===== src/rtl/sysid_ctrl_pkg.sv =====
// Shared definitions for the sysid boot checker / access arbiter.
// Contents:
//   state_e          - controller FSM states
//   SYSID_DATA_W     - width of the sysid read data word
//   SYSID_ADDR_ID/TS - word addresses of the ID and build-timestamp registers
//   SYSID_*_DEFAULT  - default expected values for the two words
package sysid_ctrl_pkg;

    localparam int unsigned SYSID_DATA_W = 32;

    localparam logic SYSID_ADDR_ID = 1'b0;
    localparam logic SYSID_ADDR_TS = 1'b1;

    localparam logic [SYSID_DATA_W-1:0] SYSID_ID_DEFAULT = 32'hDEAD_BEEF;
    localparam logic [SYSID_DATA_W-1:0] SYSID_TS_DEFAULT = 32'h5B91_FC55;

    typedef enum logic [3:0] {
        StSettle,
        StSetId,
        StCapId,
        StSetTs,
        StCapTs,
        StEval,
        StIdle,
        StCpuSet,
        StCpuCap
    } state_e;

endpackage


===== src/rtl/sysid_check_ctrl_if.sv =====
// Bus bundle around the sysid checker: the sysid slave read port and the
// CPU-side request/ack port.
// Signals:
//   sid_address  - word address presented to sysid (driven by the controller)
//   sid_readdata - sysid read data, combinational from sid_address
//   cpu_req      - CPU read request, held until cpu_ack
//   cpu_addr     - CPU word select
//   cpu_ack      - one-cycle completion pulse
//   cpu_rdata    - data returned to the CPU, valid with cpu_ack
// Modports: master = controller side, slave = sysid model + CPU requester side.
interface sysid_check_ctrl_if;
    import sysid_ctrl_pkg::*;

    logic                    sid_address;
    logic [SYSID_DATA_W-1:0] sid_readdata;
    logic                    cpu_req;
    logic                    cpu_addr;
    logic                    cpu_ack;
    logic [SYSID_DATA_W-1:0] cpu_rdata;

    modport master (
        output sid_address,
        input  sid_readdata,
        input  cpu_req,
        input  cpu_addr,
        output cpu_ack,
        output cpu_rdata
    );

    modport slave (
        input  sid_address,
        output sid_readdata,
        output cpu_req,
        output cpu_addr,
        input  cpu_ack,
        input  cpu_rdata
    );

endinterface


===== src/rtl/sysid_check_ctrl.sv =====
// Boot-time sequencer and access arbiter for the sysid slave. After reset it
// reads the ID and timestamp words, compares them with EXP_ID/EXP_TS, retries
// up to RETRY_MAX extra passes on mismatch, then shares the sysid read port
// with a single CPU requester.
// Ports:
//   clock, reset     - rising-edge clock, asynchronous active-high reset
//   bus (master)     - sysid read port and CPU request/ack port
//   recheck          - single-cycle pulse, starts a new check (IDLE only)
//   busy             - high in every state except IDLE
//   done, fail       - last check finished / exhausted its retries
//   id_ok, ts_ok     - per-word result of the most recent evaluation
//   id_word, ts_word - most recently captured ID and timestamp words
module sysid_check_ctrl
    import sysid_ctrl_pkg::*;
#(
    parameter logic [SYSID_DATA_W-1:0] EXP_ID    = SYSID_ID_DEFAULT,
    parameter logic [SYSID_DATA_W-1:0] EXP_TS    = SYSID_TS_DEFAULT,
    parameter int unsigned             SETTLE    = 4,
    parameter int unsigned             RETRY_MAX = 3
) (
    input  logic                     clock,
    input  logic                     reset,
    sysid_check_ctrl_if.master       bus,
    input  logic                     recheck,
    output logic                     busy,
    output logic                     done,
    output logic                     fail,
    output logic                     id_ok,
    output logic                     ts_ok,
    output logic [SYSID_DATA_W-1:0]  id_word,
    output logic [SYSID_DATA_W-1:0]  ts_word
);

    localparam int unsigned SW = $clog2(SETTLE + 1);
    // A zero-retry build still needs a 1-bit counter to stay legal.
    localparam int unsigned RW = (RETRY_MAX > 0) ? $clog2(RETRY_MAX + 1) : 1;

    state_e         state;
    logic [SW-1:0]  settle_cnt;
    logic [RW-1:0]  retry_cnt;

    always_ff @(posedge clock or posedge reset) begin
        if (reset) begin
            state           <= StSettle;
            settle_cnt      <= SW'(SETTLE);
            retry_cnt       <= '0;
            bus.sid_address <= SYSID_ADDR_ID;
            bus.cpu_ack     <= 1'b0;
            bus.cpu_rdata   <= '0;
            busy            <= 1'b1;
            done            <= 1'b0;
            fail            <= 1'b0;
            id_ok           <= 1'b0;
            ts_ok           <= 1'b0;
            id_word         <= '0;
            ts_word         <= '0;
        end else begin
            bus.cpu_ack <= 1'b0;
            unique case (state)
                StSettle: begin
                    if (settle_cnt <= SW'(1)) begin
                        state <= StSetId;
                    end else begin
                        settle_cnt <= settle_cnt - 1'b1;
                    end
                end
                StSetId: begin
                    bus.sid_address <= SYSID_ADDR_ID;
                    state           <= StCapId;
                end
                StCapId: begin
                    id_word <= bus.sid_readdata;
                    state   <= StSetTs;
                end
                StSetTs: begin
                    bus.sid_address <= SYSID_ADDR_TS;
                    state           <= StCapTs;
                end
                StCapTs: begin
                    ts_word <= bus.sid_readdata;
                    state   <= StEval;
                end
                StEval: begin
                    id_ok <= (id_word == EXP_ID);
                    ts_ok <= (ts_word == EXP_TS);
                    if ((id_word == EXP_ID) && (ts_word == EXP_TS)) begin
                        done  <= 1'b1;
                        fail  <= 1'b0;
                        busy  <= 1'b0;
                        state <= StIdle;
                    end else if (retry_cnt < RW'(RETRY_MAX)) begin
                        // Retries skip the settle delay.
                        retry_cnt <= retry_cnt + 1'b1;
                        state     <= StSetId;
                    end else begin
                        done  <= 1'b1;
                        fail  <= 1'b1;
                        busy  <= 1'b0;
                        state <= StIdle;
                    end
                end
                StIdle: begin
                    // recheck wins; a coincident cpu_req stays pending until after done.
                    if (recheck) begin
                        done       <= 1'b0;
                        fail       <= 1'b0;
                        id_ok      <= 1'b0;
                        ts_ok      <= 1'b0;
                        settle_cnt <= SW'(SETTLE);
                        retry_cnt  <= '0;
                        busy       <= 1'b1;
                        state      <= StSettle;
                    end else if (bus.cpu_req) begin
                        busy  <= 1'b1;
                        state <= StCpuSet;
                    end
                end
                StCpuSet: begin
                    bus.sid_address <= bus.cpu_addr;
                    state           <= StCpuCap;
                end
                StCpuCap: begin
                    bus.cpu_rdata <= bus.sid_readdata;
                    bus.cpu_ack   <= 1'b1;
                    busy          <= 1'b0;
                    state         <= StIdle;
                end
                default: begin
                    settle_cnt <= SW'(SETTLE);
                    retry_cnt  <= '0;
                    busy       <= 1'b1;
                    state      <= StSettle;
                end
            endcase
        end
    end

endmodule


===== src/flat_wrapper.sv =====
// flat-port wrapper written by rule: the top's interface ports become plain ports
module sysid_check_ctrl_flat import sysid_ctrl_pkg::*;
#(
    parameter logic [SYSID_DATA_W-1:0] EXP_ID    = SYSID_ID_DEFAULT,
    parameter logic [SYSID_DATA_W-1:0] EXP_TS    = SYSID_TS_DEFAULT,
    parameter int unsigned             SETTLE    = 4,
    parameter int unsigned             RETRY_MAX = 3
)
  (clock, reset, recheck, busy, done, fail, id_ok, ts_ok, id_word, ts_word, bus_sid_address, bus_sid_readdata, bus_cpu_req, bus_cpu_addr, bus_cpu_ack, bus_cpu_rdata);
  sysid_check_ctrl_if bus_i ();
  input  logic clock;
  input  logic reset;
  input  logic recheck;
  output logic busy;
  output logic done;
  output logic fail;
  output logic id_ok;
  output logic ts_ok;
  output logic [SYSID_DATA_W-1:0] id_word;
  output logic [SYSID_DATA_W-1:0] ts_word;
  output wire logic [$bits(bus_i.sid_address)-1:0] bus_sid_address;
  input wire logic [$bits(bus_i.sid_readdata)-1:0] bus_sid_readdata;
  input wire logic [$bits(bus_i.cpu_req)-1:0] bus_cpu_req;
  input wire logic [$bits(bus_i.cpu_addr)-1:0] bus_cpu_addr;
  output wire logic [$bits(bus_i.cpu_ack)-1:0] bus_cpu_ack;
  output wire logic [$bits(bus_i.cpu_rdata)-1:0] bus_cpu_rdata;
  assign bus_sid_address = bus_i.sid_address;
  assign bus_i.sid_readdata = bus_sid_readdata;
  assign bus_i.cpu_req = bus_cpu_req;
  assign bus_i.cpu_addr = bus_cpu_addr;
  assign bus_cpu_ack = bus_i.cpu_ack;
  assign bus_cpu_rdata = bus_i.cpu_rdata;
  sysid_check_ctrl #(.EXP_ID(EXP_ID), .EXP_TS(EXP_TS), .SETTLE(SETTLE), .RETRY_MAX(RETRY_MAX)) u_core (.clock(clock), .reset(reset), .bus(bus_i), .recheck(recheck), .busy(busy), .done(done), .fail(fail), .id_ok(id_ok), .ts_ok(ts_ok), .id_word(id_word), .ts_word(ts_word));
endmodule

===== config.mk =====
export PLATFORM = sky130hd
export DESIGN_NAME = sysid_check_ctrl_flat
export DESIGN_NICKNAME = d
export VERILOG_FILES = /design/src/rtl/sysid_ctrl_pkg.sv /design/src/rtl/sysid_check_ctrl_if.sv /design/src/rtl/sysid_check_ctrl.sv /design/src/flat_wrapper.sv
export SDC_FILE = /design/constraint.sdc
export NUM_CORES = 1
export LEC_CHECK = 0
export ABC_AREA = 1
export CAP_MARGIN = 20
export CORE_ASPECT_RATIO = 0.5
export CORE_MARGIN = 3
export CORE_UTILIZATION = 51
export DETAILED_ROUTE_END_ITERATION = 8
export GPL_TIMING_DRIVEN = 0
export PLACE_DENSITY = 0.92
export SETUP_SLACK_MARGIN = 0.05
export SLEW_MARGIN = 30
export SYNTH_ARGS = -nofsm -noshare
export SYNTH_HDL_FRONTEND = slang
export SYNTH_SLANG_ARGS = --single-unit

===== constraint.sdc =====
create_clock -name clock -period 10.31 [get_ports clock]
set_input_delay 1.031 -clock clock [delete_from_list [all_inputs] [get_ports clock]]
set_output_delay 1.031 -clock clock [all_outputs]
set_load 0.03 [all_outputs]

## Word level (Yosys, flattened, before mapping)

Index checks and enable logic that the tools add are counted.

- Bitwise gates (word level): 3
- Shifts and indexed selects: 0
- Div/mod/pow operators: 0
- Magnitude comparators: 2
- Equal/unequal tests: 17
- Multipliers: 0
- Muxes and demuxes: 28
- Reductions and logical operators: 13
- $add $sub $neg: 2

Operators by type and width:

| operator | number |
|---|---|
| 4-bit one-hot mux with 9 select lines | 1 |
| 32-bit by 31-bit == test with 1-bit output (second input constant) | 1 |
| 32-bit == test (second input constant) | 1 |
| 4-bit by 3-bit == test with 1-bit output (second input constant) | 4 |
| 4-bit 2-to-1 mux | 4 |
| 7-bit OR reduction | 2 |
| 1-bit 2-to-1 mux | 9 |
| 3-bit 2-to-1 mux | 3 |
| 3-bit one-hot mux with 3 select lines | 1 |
| 3-bit AND reduction | 3 |
| 4-bit by 2-bit == test with 1-bit output (second input constant) | 2 |
| 1-bit one-hot mux with 2 select lines | 4 |
| 2-bit 2-to-1 mux | 3 |
| 2-bit != test (second input constant) | 3 |
| 2-bit one-hot mux with 3 select lines | 1 |
| 6-bit OR reduction | 1 |
| 4-bit by 1-bit == test with 1-bit output (second input constant) | 1 |
| 4-bit == test (second input constant) | 1 |
| 4-bit logical NOT | 1 |
| 2-bit by 1-bit != test with 1-bit output (second input constant) | 2 |
| 1-bit one-hot mux with 4 select lines | 1 |
| 2-bit AND reduction | 2 |
| 4-bit AND reduction | 1 |
| 3-bit by 1-bit <= comparator with 1-bit output (second input constant) | 1 |
| 10 further kinds | 12 |

- Output and inout port bits: 103
- Bits in latches: 0
- Memories kept: 0
- Bits in read-only memories: 0
- Bits in writable memories: 0
- Logic and storage cells: 78
- Flip-flop bits (word level): 112
- Input port bits: 37

## Depth between registers and ports, before layout

Gate-level depths: netlist of run 1.

- Depth in word-level cells: 4
- Mapped depth: 11
- Mapped depth without buffers: 11

## Worst setup path after synthesis of run 1

No wires, ideal clock.

- Kind: input -> register
- From: in recheck
- To: reg u_core.retry_cnt[0]
- Path buffers: 0
- Arrival time: 1597 ps
- Library setup time: 117 ps
- Setup slack: 8596 ps
- Required time: 10193 ps
- Stages on the path: 7
- Cell sequence: inv_1 nand3_1 inv_1 nor2_2 nand3_1 nand2_1 nand2_1

- Longest elaborated chain between the ends: 2

RTL lines:

| what | RTL line | text |
|---|---|---|
| from (decl) | flat_wrapper.sv:13 | `input logic recheck;` |
| 2-bit != test (no line) | n/a |  |
| 4-bit AND reduction (no line) | n/a |  |
| to (signal assigned) | sysid_check_ctrl.sv:93 | `retry_cnt <= retry_cnt + 1'b1;` |
| to (decl) | sysid_check_ctrl.sv:40 | `logic [RW-1:0] retry_cnt;` |

No other way between the ends.
A chain may end at the register's enable or synchronous reset.

## Worst setup path in the final report of run 1

- From: reg u_core.busy
- To: out busy

RTL lines:

| what | RTL line | text |
|---|---|---|
| from (decl) | sysid_check_ctrl.sv:25 | `output logic busy,` |
| from (signal assigned) | sysid_check_ctrl.sv:50 | `busy <= 1'b1;` |
| from (signal assigned) | sysid_check_ctrl.sv:89 | `busy <= 1'b0;` |
| from (signal assigned) | sysid_check_ctrl.sv:98 | `busy <= 1'b0;` |
| to (decl) | flat_wrapper.sv:14 | `output logic busy;` |

No word-level cell between the ends.

==> results of run 1 <==
==> stage by stage <==
| step | power [mW] | std cells | worst slack (ns) |
|---|---|---|---|
| after floorplan | 1.53 | 529 | 6.32 |
| final | 2.52 | 797 | 7.73 |
| after CTS | 2.51 | 797 | 7.72 |
| after detailed placement | 2.07 | 781 | 7.95 |
| after global routing | 2.65 | 797 | 7.70 |
| after global placement | 2.03 | 780 | 4.85 |
==> cells in the final DEF (no fill, tap or decap), drive strengths merged <==
master	synthesis	final
nor2	35	35
nand4	9	9
ha	3	3
a21oi	3	3
bufinv	0	2
a22o	1	1
nor3	2	2
nand3	16	16
buf	16	17
dfrtp	110	110
clkdlybuf4s50	0	139
nand2	150	150
dfstp	2	2
nand3b	1	1
o21ai	103	103
clkbuf	5	19
inv	72	72
xnor2	1	1
==> sequential cells by signal, indices dropped and copies added (netlist names) <==
register,flops
u_core.bus.cpu_rdata,32
u_core.id_word,32
u_core.ts_word,32
u_core.state,4
u_core.settle_cnt,3
u_core.retry_cnt,2
u_core.bus.cpu_ack,1
u_core.bus.sid_address,1
u_core.busy,1
u_core.done,1
u_core.fail,1
u_core.id_ok,1
u_core.ts_ok,1
==> area by class of cell <==
| type | instances | area, µm² |
|---|---|---|
| multi-input cells | 324 | 1470 |
| repair buffers | 140 | 1420 |
| well taps | 112 | 140 |
| fillers | 515 | 1880 |
| flip-flops and latches | 112 | 2810 |
| clock inverters | 2 | 60.1 |
| plain buffers | 21 | 108 |
| clock buffers | 14 | 274 |
| inverters | 72 | 275 |
==> logic make-up after synthesis <==
kind of cell,count (synthesis),share of synthesized area
AND/OR/NAND/NOR,213,0.190
flip-flops,112,0.602
AO/OA/AOI/OAI,107,0.117
buffers and inverters,93,0.0811
adder cells (fa/ha/maj),3,0.00806
XOR/XNOR,1,0.00188
==> power by group <==
group	internal (mW)	switching, mW	total [mW]
clock network	0.233	0.157	0.391
logic	0.486	0.821	1.31
registers	0.652	0.169	0.821
==> routing by layer <==
layer | routed length [µm] | GRT usage | vias up
met2 | 7180 | 0.492 | 291
met3 | 1200 | 0.0735 | 69
met1 | 5770 | 0.382 | 2145
met4 | 783 | 0.162 | 0
met5 | 0 | 0 | -
li1 | - | - | 1968
==> final timing paths <==
| check | startpoint | endpoint | slack (ns) | depth (start not counted) |
|---|---|---|---|---|
| max | u_core.busy | busy | 7.73 | 1 |
| min | u_core.busy | u_core.busy | 0.48 | 2 |
| max reg2reg | u_core.state[2] | u_core.id_word[17] | 8.45 | 5 |
| min reg2reg | u_core.busy | u_core.busy | 0.48 | 2 |
| max in group asynchronous | reset | u_core.busy | 8.48 | 3 |
| min in group asynchronous | reset | u_core.bus.cpu_rdata[12] | 1.13 | 2 |
==> impl_metrics.json, run 1 <==
{
  "grt_start_max_net_pins": 61,
  "period_minus_slack_ns": 2.58,
  "htreeDepth": 3,
  "fmax_mhz": 388,
  "post_synth.cell_area_avg_um2": 8.80,
  "cp_cell_sequence": "clkdlybuf4s50_1",
  "clock_sink_count": 112,
  "nNetsFinal": 720,
  "die_w_um": 141,
  "grt.overflow.total": 0,
  "synth_top_area_share": 0.591,
  "num_antenna_cells": 0,
  "final_min_period_over_clock_period": 0.250,
  "postSynth.asyncResetShare": 1.00,
  "netlist.top_cell.by_area": "sky130_fd_sc_hd__dfrtp_1",
  "timing.setup.critical_path_class": "reg2out",
  "globalRouteTotalUtil": 0.302,
  "first_iteration_detailed_routing_drc_count": 524,
  "vias": 4473,
  "final_layout_size_suffix_gt1_frac": 0.0672,
  "slew-limit-headroom": 0.631,
  "worstPathBufferInverterCount": 1,
  "path_clk_slew_ns": 0.07,
  "arrival_ns": 1.55,
  "synth_cells": 529,
  "synth_area_um2": 4660,
  "synth.yosys.warnings": 0,
  "worst-endpoint-required_ns": 9.28,
  "cts.root.buffer_cell": "sky130_fd_sc_hd__clkbuf_16",
  "synth.yosys.seq_area_share": 0.602,
  "number_of_detailed_route_iterations_in_the_first_pass": 5,
  "post_synth_num_cell_types": 25,
  "timing.final.hold_violations": 0,
  "placement.cell_area_um2": 6220,
  "worst_setup_path_end_kind": "output pin",
  "initial_core_utilization": 0.552,
  "result_of_the_run": "complete, no violations",
  "cts_buffers": 9,
  "synth.top_cells.by_area": "sky130_fd_sc_hd__dfrtp_1 (59%), sky130_fd_sc_hd__nand2_1 (12%), sky130_fd_sc_hd__o21ai_0 (10%)",
  "post_cts.resized_instances": 0,
  "grt_setup_unrepaired": "false",
  "route.detailed.drc": 0,
  "finalSetupViolations": 0,
  "maxCapViolations": 0,
  "die_y_um": 73.6,
  "maximum_clock_insertion_buffer_count": 2,
  "critical-path-max-stage-delay_ns": 0.66,
  "grt_antenna_before_repair": 0,
  "wl_per_cell_um": 18.7,
  "static-leakage-power_nw": 3.19,
  "placement_rows": 23,
  "finalWeightedCongestion": 0.888,
  "post_synth_top_cells": "sky130_fd_sc_hd__nand2_1 (149), sky130_fd_sc_hd__dfrtp_1 (110), sky130_fd_sc_hd__o21ai_0 (93)",
  "cellPowerDensity_nw_per_um2": 384,
  "post-dp-hpwl_um": 9490,
  "postRouteAntennaNets": 0,
  "grt_pass1_wl_um": 23900,
  "first_global_vias": 4445,
  "cp_slowest_cell": "sky130_fd_sc_hd__clkdlybuf4s50_1",
  "fin_util": 0.777,
  "worst_slew_pin_slew_ns": 0.552,
  "worstSetupStartpointType": "flip-flop",
  "synth_most_common_cell": "sky130_fd_sc_hd__nand2_1",
  "synth-seq-cells": 112,
  "worst_hold_path_type": "reg2reg",
  "io_buffers": 139,
  "clock_skews_ns": 0.00703,
  "floorplan.core_area_um2": 8430,
  "insertion_delay_ns": 0.35,
  "post_cts.repair.setup_buffers": 0,
  "postSynthNetCount": 569,
  "via_per_inst": 5.61,
  "wirelength_um": 14900,
  "area_growth_syn_to_layout_pct": 40.8,
  "critical_path.max_fanout": 2,
  "finalHoldWorstSlack_ns": 0.478,
  "tritoncts_clock_tree": "yes",
  "fp.dieArea_um2": 10400,
  "post-route-cell-area_um2": 6560,
  "worst_path_dominant_cell_family": "buffers and inverters",
  "timing.setup.tns_ns": 0,
  "number_of_i_o_pins": 140,
  "most_common_flop_cell_mapped_by_yosys": "sky130_fd_sc_hd__dfrtp_1",
  "maxSlewViolCount": 0,
  "post_synth_edffs": 0,
  "peakVddDrop_v": 0.000197,
  "cts_hold_buffers": 0
}
(Power assumes the default switching activity.)
==> run 2, diff against run 1 <==
Settings changed: CORE_UTILIZATION 51 to 47, PLACE_DENSITY 0.92 to 0.86.
Clock period 10.31 ns to 2.6 ns, I/O delays scaled along.
==> impl_metrics.json, run 2 (synthesis gave the netlist of run 1 again) <==
{
  "maxSlewViolCount": 0,
  "post-dp-hpwl_um": 9840,
  "timing.reg2reg.worst_path_depth": 5,
  "worst-endpoint-required_ns": 2.34,
  "worst_slew_pin_slew_ns": 0.482,
  "fp.dieArea_um2": 11200,
  "initial_core_utilization": 0.508,
  "globalRouteTotalUtil": 0.241,
  "most_frequent_standard_cell_in_the_layout_excluding_fill_and_tap_cells": "sky130_fd_sc_hd__nand2_1",
  "fmax_mhz": 555,
  "crit-reg2reg-launch": "u_core.state[2]",
  "worst_r2r_endpoint": "u_core.id_word[9]",
  "critical_path.max_fanout": 2,
  "slew-limit-headroom": 0.679,
  "number_of_detailed_route_iterations_in_the_first_pass": 5,
  "largest_registers": "u_core.bus.cpu_rdata x32, u_core.id_word x32, u_core.ts_word x32",
  "cellPowerDensity_nw_per_um2": 1460,
  "path_clk_slew_ns": 0.07,
  "nNetsFinal": 723,
  "tritoncts_clock_tree": "yes",
  "static-leakage-power_nw": 3.18,
  "htreeDepth": 3,
  "post-route-cell-area_um2": 6580,
  "peakVddDrop_v": 0.000954,
  "timing.setup.critical_path_class": "reg2out",
  "via_per_inst": 5.10,
  "grt_setup_unrepaired": "false",
  "first_iteration_detailed_routing_drc_count": 236,
  "cp_cell_sequence": "clkdlybuf4s50_1",
  "maxCapViolations": 0,
  "grt_start_max_net_pins": 30,
  "final_layout_size_suffix_gt1_frac": 0.0727,
  "insertion_delay_ns": 0.35,
  "cts_buffers": 9,
  "timing.final.hold_violations": 0,
  "clock_skews_ns": 0.0110,
  "cts.root.buffer_cell": "sky130_fd_sc_hd__clkbuf_16",
  "first_global_vias": 4191,
  "die_y_um": 76.4,
  "maximum_clock_insertion_buffer_count": 2,
  "result_of_the_run": "complete, no violations",
  "num-fill-cells": 685,
  "wl_per_cell_um": 15.9,
  "finalWeightedCongestion": 0.879,
  "grt.overflow.total": 0,
  "placement.cell_area_um2": 6290,
  "arrival_ns": 1.54,
  "worst_hold_path_type": "in2async",
  "worstPathBufferInverterCount": 1,
  "post_cts.resized_instances": 0,
  "grt_pass1_wl_um": 21400,
  "mostFrequentLayoutCells": "sky130_fd_sc_hd__nand2_1 (149), sky130_fd_sc_hd__clkdlybuf4s50_1 (139), sky130_fd_sc_hd__dfrtp_1 (110)",
  "num_antenna_cells": 0,
  "critical-path-max-stage-delay_ns": 0.66,
  "total_power_mw": 9.57,
  "route.detailed.drc": 0,
  "floorplan.core_area_um2": 9160,
  "number_of_i_o_pins": 140,
  "die_w_um": 147,
  "grt_antenna_before_repair": 0,
  "placement_rows": 24,
  "area_growth_syn_to_layout_pct": 41.2,
  "worst_path_dominant_cell_family": "buffers and inverters",
  "cts_hold_buffers": 0,
  "worstSetupStartpointType": "flip-flop",
  "clock_sink_count": 112,
  "finalSetupViolations": 0,
  "cp_slowest_cell": "sky130_fd_sc_hd__clkdlybuf4s50_1",
  "io_buffers": 139,
  "worst_setup_path_end_kind": "output pin",
  "final_min_period_over_clock_period": 0.694,
  "post_cts.repair.setup_buffers": 0,
  "postRouteAntennaNets": 0,
  "vias": 4174,
  "period_minus_slack_ns": 1.80,
  "setup.reg_to_reg.worst_slack_ns": 0.91,
  "wirelength_um": 13000
}
-- run 2: worst max path at each step --
stage,startpoint,end,slack [ns],cells after the start
finish,u_core.busy,busy,0.80,1
global route,u_core.id_word[4],u_core.state[1],0.68,9
CTS,u_core.busy,busy,0.79,1
detailed placement,u_core.state[1],u_core.id_word[14],0.95,6
global placement,reset,u_core.id_word[1],-0.05,2
floorplan,reset,u_core.bus.cpu_ack,0.98,1
-- run 2: per-stage QoR --
stage / util / hold slack, ns / setup WS, ns / setup TNS (ns) / instances
detailed placement: 0.687 / 0.458 / 0.948 / 0 / 802
finish: 0.718 / 0.166 / 0.797 / 0 / 818
CTS: 0.718 / 0.166 / 0.788 / 0 / 818
floorplan: - / 0.393 / 0.984 / 0 / 529
global placement: 0.679 / 0.452 / -0.0493 / -4.56 / 798
global route: 0.718 / 0.171 / 0.676 / 0 / 818
-- run 2: per-layer routing --
layer  global-route usage  vias to the layer above  routed length, µm
met2                0.407                      118               6490
li1                     -                     1979                  -
met5                    0                        -                  0
met4               0.0807                        0                299
met3               0.0505                       27                662
met1                0.314                     2050               5580
-- run 2: report_power, final --
group	switching [mW]	internal (mW)
combinational	3.10	1.93
sequential	0.622	2.58
clock	0.646	0.683
total	4.37	5.20
-- run 2: area by class of cell --
type | count | area, µm² | share of cell area
multi-input combinational | 324 | 1470 | 0.224
buffer | 21 | 108 | 0.0164
timing repair buffer | 143 | 1470 | 0.224
sequential | 112 | 2810 | 0.426
inverter | 72 | 274 | 0.0417
clock buffer | 11 | 243 | 0.0369
tap | 130 | 163 | 0.0247
clock inverter | 5 | 40.0 | 0.00609
